**config.mk**
```make
export PLATFORM = sky130hd
export DESIGN_NAME = vga_frame_scanner
export DESIGN_NICKNAME = d
export VERILOG_FILES = /design/src/rtl/vga_frame_scanner.sv
export SDC_FILE = /design/constraint.sdc
export NUM_CORES = 1
export LEC_CHECK = 0
export BUFFER_PORTS_ARGS = -buffer_cell sky130_fd_sc_hd__buf_2
export CAP_MARGIN = 5
export CORE_UTILIZATION = 57
export CTS_CLUSTER_DIAMETER = 100
export DETAILED_ROUTE_END_ITERATION = 7
export MAX_ROUTING_LAYER = met4
export PLACE_DENSITY = 0.78
export REMOVE_ABC_BUFFERS = 1
export SKIP_LAST_GASP = 1
export SLEW_MARGIN = 20
export SYNTH_ARGS = -nofsm -noshare
export SYNTH_HDL_FRONTEND = slang
export SYNTH_SLANG_ARGS = --single-unit
```
**constraint.sdc**
```tcl
create_clock -name Clock -period 2.9 [get_ports Clock]
set_input_delay 0.29 -clock Clock [delete_from_list [all_inputs] [get_ports Clock]]
set_output_delay 0.29 -clock Clock [all_outputs]
set_load 0.01 [all_outputs]
```
**src/rtl/vga_frame_scanner.sv**
```systemverilog
// Raster scanner feeding game-module pixel coordinates and forwarding the returned colour
// as framebuffer writes, with rewind-on-backpressure and an inter-frame gap.
module vga_frame_scanner #(
    parameter int unsigned WIDTH   = 320,
    parameter int unsigned HEIGHT  = 240,
    parameter int unsigned LATENCY = 2,
    parameter int unsigned GAP     = 16
) (
    input  logic       Clock,
    input  logic       Reset,
    input  logic       Enable,
    input  logic       Ready,
    input  logic       VGAcol,
    output logic [8:0] VGAx,
    output logic [7:0] VGAy,
    output logic       Plot,
    output logic [8:0] PlotX,
    output logic [7:0] PlotY,
    output logic       PlotCol,
    output logic       FrameDone,
    output logic       Busy
);

    localparam logic [8:0]  XLast   = 9'(WIDTH - 1);
    localparam logic [7:0]  YLast   = 8'(HEIGHT - 1);
    localparam logic [15:0] GapLast = 16'(GAP - 1);

    typedef enum logic [1:0] {StIdle, StScan, StDrain, StGap} state_e;

    state_e      state_q, state_d;
    logic [8:0]  x_q, x_d;
    logic [7:0]  y_q, y_d;
    logic [15:0] gap_q, gap_d;

    logic [LATENCY-1:0] vld_q;
    logic [8:0]         px_q [LATENCY];
    logic [7:0]         py_q [LATENCY];

    logic issue;
    logic rewind;
    logic accept_last;
    logic flush;

    assign issue   = (state_q == StScan);
    assign Busy    = (state_q == StScan) || (state_q == StDrain);
    assign VGAx    = x_q;
    assign VGAy    = y_q;

    assign Plot    = vld_q[LATENCY-1];
    assign PlotX   = px_q[LATENCY-1];
    assign PlotY   = py_q[LATENCY-1];
    assign PlotCol = Plot & VGAcol;

    assign rewind      = Plot & ~Ready;
    assign accept_last = Plot & Ready & (PlotX == XLast) & (PlotY == YLast);
    // Dropping Enable abandons the frame, so the last write then does not count as completion.
    assign FrameDone   = accept_last & (state_q == StDrain) & Enable;
    assign flush       = (Busy & ~Enable) | rewind;

    // The game module cannot stall: the pipeline shifts every clock and is only ever flushed.
    always_ff @(posedge Clock) begin
        if (Reset || flush) begin
            vld_q <= '0;
            for (int i = 0; i < int'(LATENCY); i++) begin
                px_q[i] <= '0;
                py_q[i] <= '0;
            end
        end else begin
            vld_q[0] <= issue;
            px_q[0]  <= VGAx;
            py_q[0]  <= VGAy;
            for (int i = 1; i < int'(LATENCY); i++) begin
                vld_q[i] <= vld_q[i-1];
                px_q[i]  <= px_q[i-1];
                py_q[i]  <= py_q[i-1];
            end
        end
    end

    always_ff @(posedge Clock) begin
        if (Reset) begin
            state_q <= StIdle;
            x_q     <= '0;
            y_q     <= '0;
            gap_q   <= '0;
        end else begin
            state_q <= state_d;
            x_q     <= x_d;
            y_q     <= y_d;
            gap_q   <= gap_d;
        end
    end

    always_comb begin
        state_d = state_q;
        x_d     = x_q;
        y_d     = y_q;
        gap_d   = gap_q;
        unique case (state_q)
            StIdle: begin
                if (Enable) begin
                    state_d = StScan;
                    x_d     = '0;
                    y_d     = '0;
                end
            end
            StScan, StDrain: begin
                if (!Enable) begin
                    state_d = StIdle;
                    x_d     = '0;
                    y_d     = '0;
                end else if (rewind) begin
                    // Re-issue from the refused pixel so writes stay in raster order.
                    state_d = StScan;
                    x_d     = PlotX;
                    y_d     = PlotY;
                end else if (state_q == StScan) begin
                    if (x_q == XLast) begin
                        if (y_q == YLast) begin
                            state_d = StDrain;
                        end else begin
                            x_d = '0;
                            y_d = y_q + 8'd1;
                        end
                    end else begin
                        x_d = x_q + 9'd1;
                    end
                end else if (accept_last) begin
                    state_d = StGap;
                    x_d     = '0;
                    y_d     = '0;
                    gap_d   = '0;
                end
            end
            StGap: begin
                if (gap_q == GapLast) begin
                    gap_d   = '0;
                    state_d = Enable ? StScan : StIdle;
                end else begin
                    gap_d = gap_q + 16'd1;
                end
            end
            default: state_d = StIdle;
        endcase
    end

endmodule
```
Word-level counts from Yosys, hierarchy flattened
Memories as Yosys holds them, arrays and structs flattened. Index checks and enable logic that the tools add are counted. W data, S select, Z words.

Register bits: 37. Memories: 2. Logic and storage cells: 93. Bits of input ports: 5. Memory bits (writable): 34.

Memory list: px_q (depth 2, bits a word 9, read ports 2, clocked after memory_dff 0, wr ports 2, RTL line 36) `logic [8:0] px_q [LATENCY];`; py_q (depth 2, bits a word 8, read ports 2, clocked after memory_dff 0, wr ports 2, RTL line 37) `logic [7:0] py_q [LATENCY];`.

Reduce and logical (&&, ||, !) cells: 10. Bitwise gates (word level): 15. Equality and inequality tests: 19. Mux-type cells: 39. $add $sub $neg: 3.

Operators by type and width (count): $mux W9 (9); $mux W16 (5); $mux W8 (9); $pmux W16 S2 (1); $ne A5 B5 Y1 const B (4); $eq A9 B9 Y1 const B (2); $pmux W9 S2 (1); $add A16 B1 Y16 const B (1); $eq A16 B4 Y1 const B (1); $eq A8 B8 Y1 const B (2); $mux W2 (8); $pmux W8 S2 (1); $reduce_and A5 Y1 (3); $ne A2 B2 Y1 const B (6); $add A9 B1 Y9 const B (1); $add A8 B1 Y8 const B (1); $and A1 B1 Y1 (8); $ne A6 B6 Y1 const B (1); $pmux W2 S3 (1); $or A1 B1 Y1 (5); $eq A2 B2 Y1 const B (2); $mux W1 (4); $reduce_and A4 Y1 (1); $reduce_bool A2 Y1 (2); 5 further kinds (7).

Depth between registers and ports, before layout
Depth in word-level cells: 8. Mapped depth: 9.

Worst setup path after synthesis
OpenSTA, ideal clock, no wires.

Kind: flip-flop to flip-flop. Start: register state_q[0]. End: register x_q[2] (netlist: VGAx[2]). Required time: 2.778 ns. Arrival time: 2.212 ns. Library setup time: 0.122 ns. Slack: 0.566 ns. Stages on the path, launching flop included: 9. Buffers on the path: 0. Path through: dfxtp_1 inv_1 ha_1 nand2_1 a2111oi_1 a221oi_4 nand2_1 nor2_1 a221o_1.

Word-level cells in the longest chain between the ends: 5.

RTL lines: from (decl) (RTL line 30) `state_e state_q, state_d;`; from (signal assigned) (RTL line 82) `state_q <= StIdle;`; from (signal assigned) (RTL line 87) `state_q <= state_d;`; $eq A2 B1 Y1 (RTL line 99, 117); $mux W9 (RTL line 117) `end else if (state_q == StScan) begin`; $mux W9 (RTL line 112) `end else if (rewind) begin`; $mux W9 (RTL line 108) `if (!Enable) begin`; $pmux W9 S2 (RTL line 99) `unique case (state_q)`; to (signal assigned) (RTL line 83) `x_q <= '0;`; to (signal assigned) (RTL line 88) `x_q <= x_d;`; to (decl) (RTL line 31) `logic [8:0] x_q, x_d;`.

Parallel ways exist; a longest one is shown, timed or not. A chain may end at the register's enable or synchronous reset.

Worst setup path in the final report
Start: register state_q[1]. End: register x_q[2] (netlist: VGAx[2]).

Same word-level chain as after synthesis.

==> impl_metrics.csv <==
group,metric,value,unit
clock_tree,clk_latency,0.35,ns
clock_tree,numCtsBuffers,9,
power,leakage,1.490,nW
worst_setup_path,ff2ff_path_depth,8,
floorplan,start_util,60.49,%
routing,drt_iter0_drc,123,
timing,hold_slack,0.3779,ns
routing,wirelength,7750,um
worst_setup_path,crit_start,"state_q[1]",
finish,area_delta_synth_final,11.18,%
global_route,antenna_found_initial,0,
timing,fin_tns_setup,0,ns
power,powerDensity,610.4,nW/um^2
timing,max_freq,374.0,MHz
worst_setup_path,arrival,2.91,ns
global_route,grt_remaining_overflow,0,
logic_synthesis,synth-edff-count,0,
clock_tree,cts_setup_buffers,0,
worst_setup_path,worstSetupEndpointType,"flip-flop",
clock_tree,holdBufCountCts,0,
worst_setup_path,crit_chain,"inv_1 -> ha_1 -> nand2_1 -> a2111oi_1 -> a221oi_4 -> nand2_1 -> nor2_1 -> a221o_1",
clock_tree,clk_pin_slew,0.07,ns
logic_synthesis,synth_top_area_share,41.90,%
timing,slew_headroom,56.21,%
floorplan,chipWidth,79.14,um
clock_tree,clock-root-buffer,"clkbuf_8",
finish,nets,428,
worst_setup_path,timing.rr.end,"VGAx[2]",
logic_synthesis,async_flop_share,0,%
logic_synthesis,avgSynthCellArea,8.720,um^2
floorplan,die-area,6263,um^2
worst_setup_path,crit_required,3.14,ns
power,ir_worst_vdd,0.0004638,V
worst_setup_path,cpMostUsedCell,"nand2_1",
global_route,grt_max_degree,34,
floorplan,die_h,79.14,um
worst_setup_path,path_delay_family,"compound AO/OA/AOI/OAI gates",
clock_tree,cts_sinks,71,
placement,place_congestion,0.8284,
worst_setup_path,worstPathMaxFanout,10,
clock_tree,cts_tree,"done",
worst_setup_path,rr_startpoint,"state_q[1]",
routing,post-route-drc-count,0,
global_route,grt_pass1_vias,2667,
floorplan,rows,27,
logic_synthesis,yosys_warnings,0,
global_route,grt_pass1_wl,12760,um
worst_setup_path,path_buf_inv,1,
worst_setup_path,cpMaxStageDelayCell,"a2111oi_1",
logic_synthesis,ys_seq_elements,71,
routing,vias_per_cell,5.876,
logic_synthesis,yosys.cell_types.count,47,
floorplan,io_pins,43,
routing,vias,2885,
timing,fin_crit_sh,92.20,%
hold_path,worstHoldEndpoint,"state_q[0]",
logic_synthesis,synth_commonest_cells,"dfxtp_1 (71), and2_1 (37), nand2_1 (28)",
clock_tree,cts_resized,0,
finish,drive_gt1_share,16.95,%
logic_synthesis,synth-seq-area-share,41.90,%
timing,tightest_slew,0.6552,ns
logic_synthesis,yosysTopAreaCell,"dfxtp_1",
routing,dr.pass1.iters,5,
worst_setup_path,reg2reg_setup_slack,0.23,ns
floorplan,core_area,5608,um^2
worst_setup_path,critPathKind,"reg2reg",
logic_synthesis,synth_area_leaders,"dfxtp_1 (42%), and2_1 (6.8%), a21oi_1 (4.0%)",
timing,period_needed,2.674,ns
logic_synthesis,synthFlopType,"dfxtp_1",
hold_path,worstHoldPathType,"in2reg",
logic_synthesis,syn-cell-area,3392,um^2
finish,diodes,0,
timing,rsz0062_at_grt,"false",
placement,post-dp-hpwl,5267,um
routing,postRouteAntennaNets,0,
worst_setup_path,cp-start-kind,"flip-flop",
status,status,"finished clean",
timing,drv_slew,0,
run,maxCapViolCount,0,
hold_path,hold_start,"Enable",
logic_synthesis,synth.most_common_cell,"dfxtp_1",
global_route,grtUsageTotal,27.33,%
placement,io_buffers,42,
finish,n_fill_cell,453,
worst_setup_path,slowest_delay,0.65,ns
timing,skew,0.007239,ns
timing,finalSetupViolCount,0,
clock_tree,htree_levels,3,
clock_tree,max-clock-path-buffers,2,
hold_path,hold_path_depth,3,
logic_synthesis,synthCells,389,
timing,hold_viol,0,
routing,wl_per_cell,15.78,um
layer usage:
layer | track usage [%] | vias to the layer above | wire length [um]
li1 | - | 1428 | -
met1 | 34.10 | 1346 | 3473
met2 | 40.95 | 90 | 3581
met3 | 5.517 | 21 | 493
met4 | 16.00 | 0 | 201
met5 | - | - | 0
sequential cells by signal (all words and copies together), names as in the netlist:
name / cells
VGAx: 9
VGAy: 8
gap_q: 16
px_q: 18
py_q: 16
state_q: 2
vld_q: 2
final cells by class:
cell class                      instances  area (um^2)  area share (%)
Clock buffer                           11        141.4           3.749
Clock inverter                          5        81.33           2.157
Inverter                                8        30.03          0.7963
Sequential cell                        71         1421           37.69
Timing Repair Buffer                   49        262.8           6.967
Multi-Input combinational cell        275         1744           46.25
Tap cell                               72        90.09           2.389
worst max path at each step:
| stage | to | slack (ns) | depth (start not counted) |
|---|---|---|---|
| after floorplan | VGAy[3] | 0.07 | 6 |
| after global placement | state_q[1] | 0.47 | 8 |
| after detailed placement | VGAx[2] | 0.28 | 8 |
| after CTS | VGAx[2] | 0.27 | 8 |
| after global routing | VGAx[2] | 0.06 | 7 |
| final | VGAx[2] | 0.23 | 8 |
metrics by stage:
stage               setup WS (ns)  utilization, %  power (mW)  cells  cell area [um^2]
floorplan                 0.06600               -       1.294    354              3196
global placement           0.4722           63.28       1.422    475              3548
detailed placement         0.2804           63.28       1.436    475              3548
CTS                        0.2737           67.25       2.310    491              3771
global route              0.05815           67.25       2.407    491              3771
finish                     0.2261           67.25       2.302    491              3771
kinds of logic after synthesis:
| logic type | synth area share, % |
|---|---|
| compound gates | 16.45 |
| flops | 41.90 |
| mux | 0.2951 |
| xor+xnor | 2.066 |
| buf+inv | 6.676 |
| simple gates | 29.29 |
| fa+ha+maj | 3.320 |
worst reg2reg max path, delay by kind of cell, from the launching register on:
kind / cells / cell delay [ns]
AOI/OAI and AO/OA: 3 / 1.04
and+or+nand+nor: 3 / 0.57
DFF: 1 / 0.42
adders and majority gates: 1 / 0.42
buffers and inverters: 1 / 0.12
power breakdown:
group          internal (mW)  total [mW]  leakage, nW  switching [mW]
Clock                  0.508       0.878        0.110           0.371
Sequential             0.991        1.01        0.572          0.0165
Combinational          0.125       0.416        0.808           0.291
layout by cell type, fill, tap and decap left out, types with 8 or more instances in the layout:
cell,n
nand2_1,28
and2_1,37
inv_1,8
nor2_1,24
a22oi_1,11
ha_1,9
nor3_1,8
nand3b_1,12
buf_2,42
dfxtp_1,71
a21o_1,11
nand3_1,16
o31ai_1,8
a21oi_1,27
o21ai_0,10
clkbuf_8,10
(Power assumes the default switching activity.)
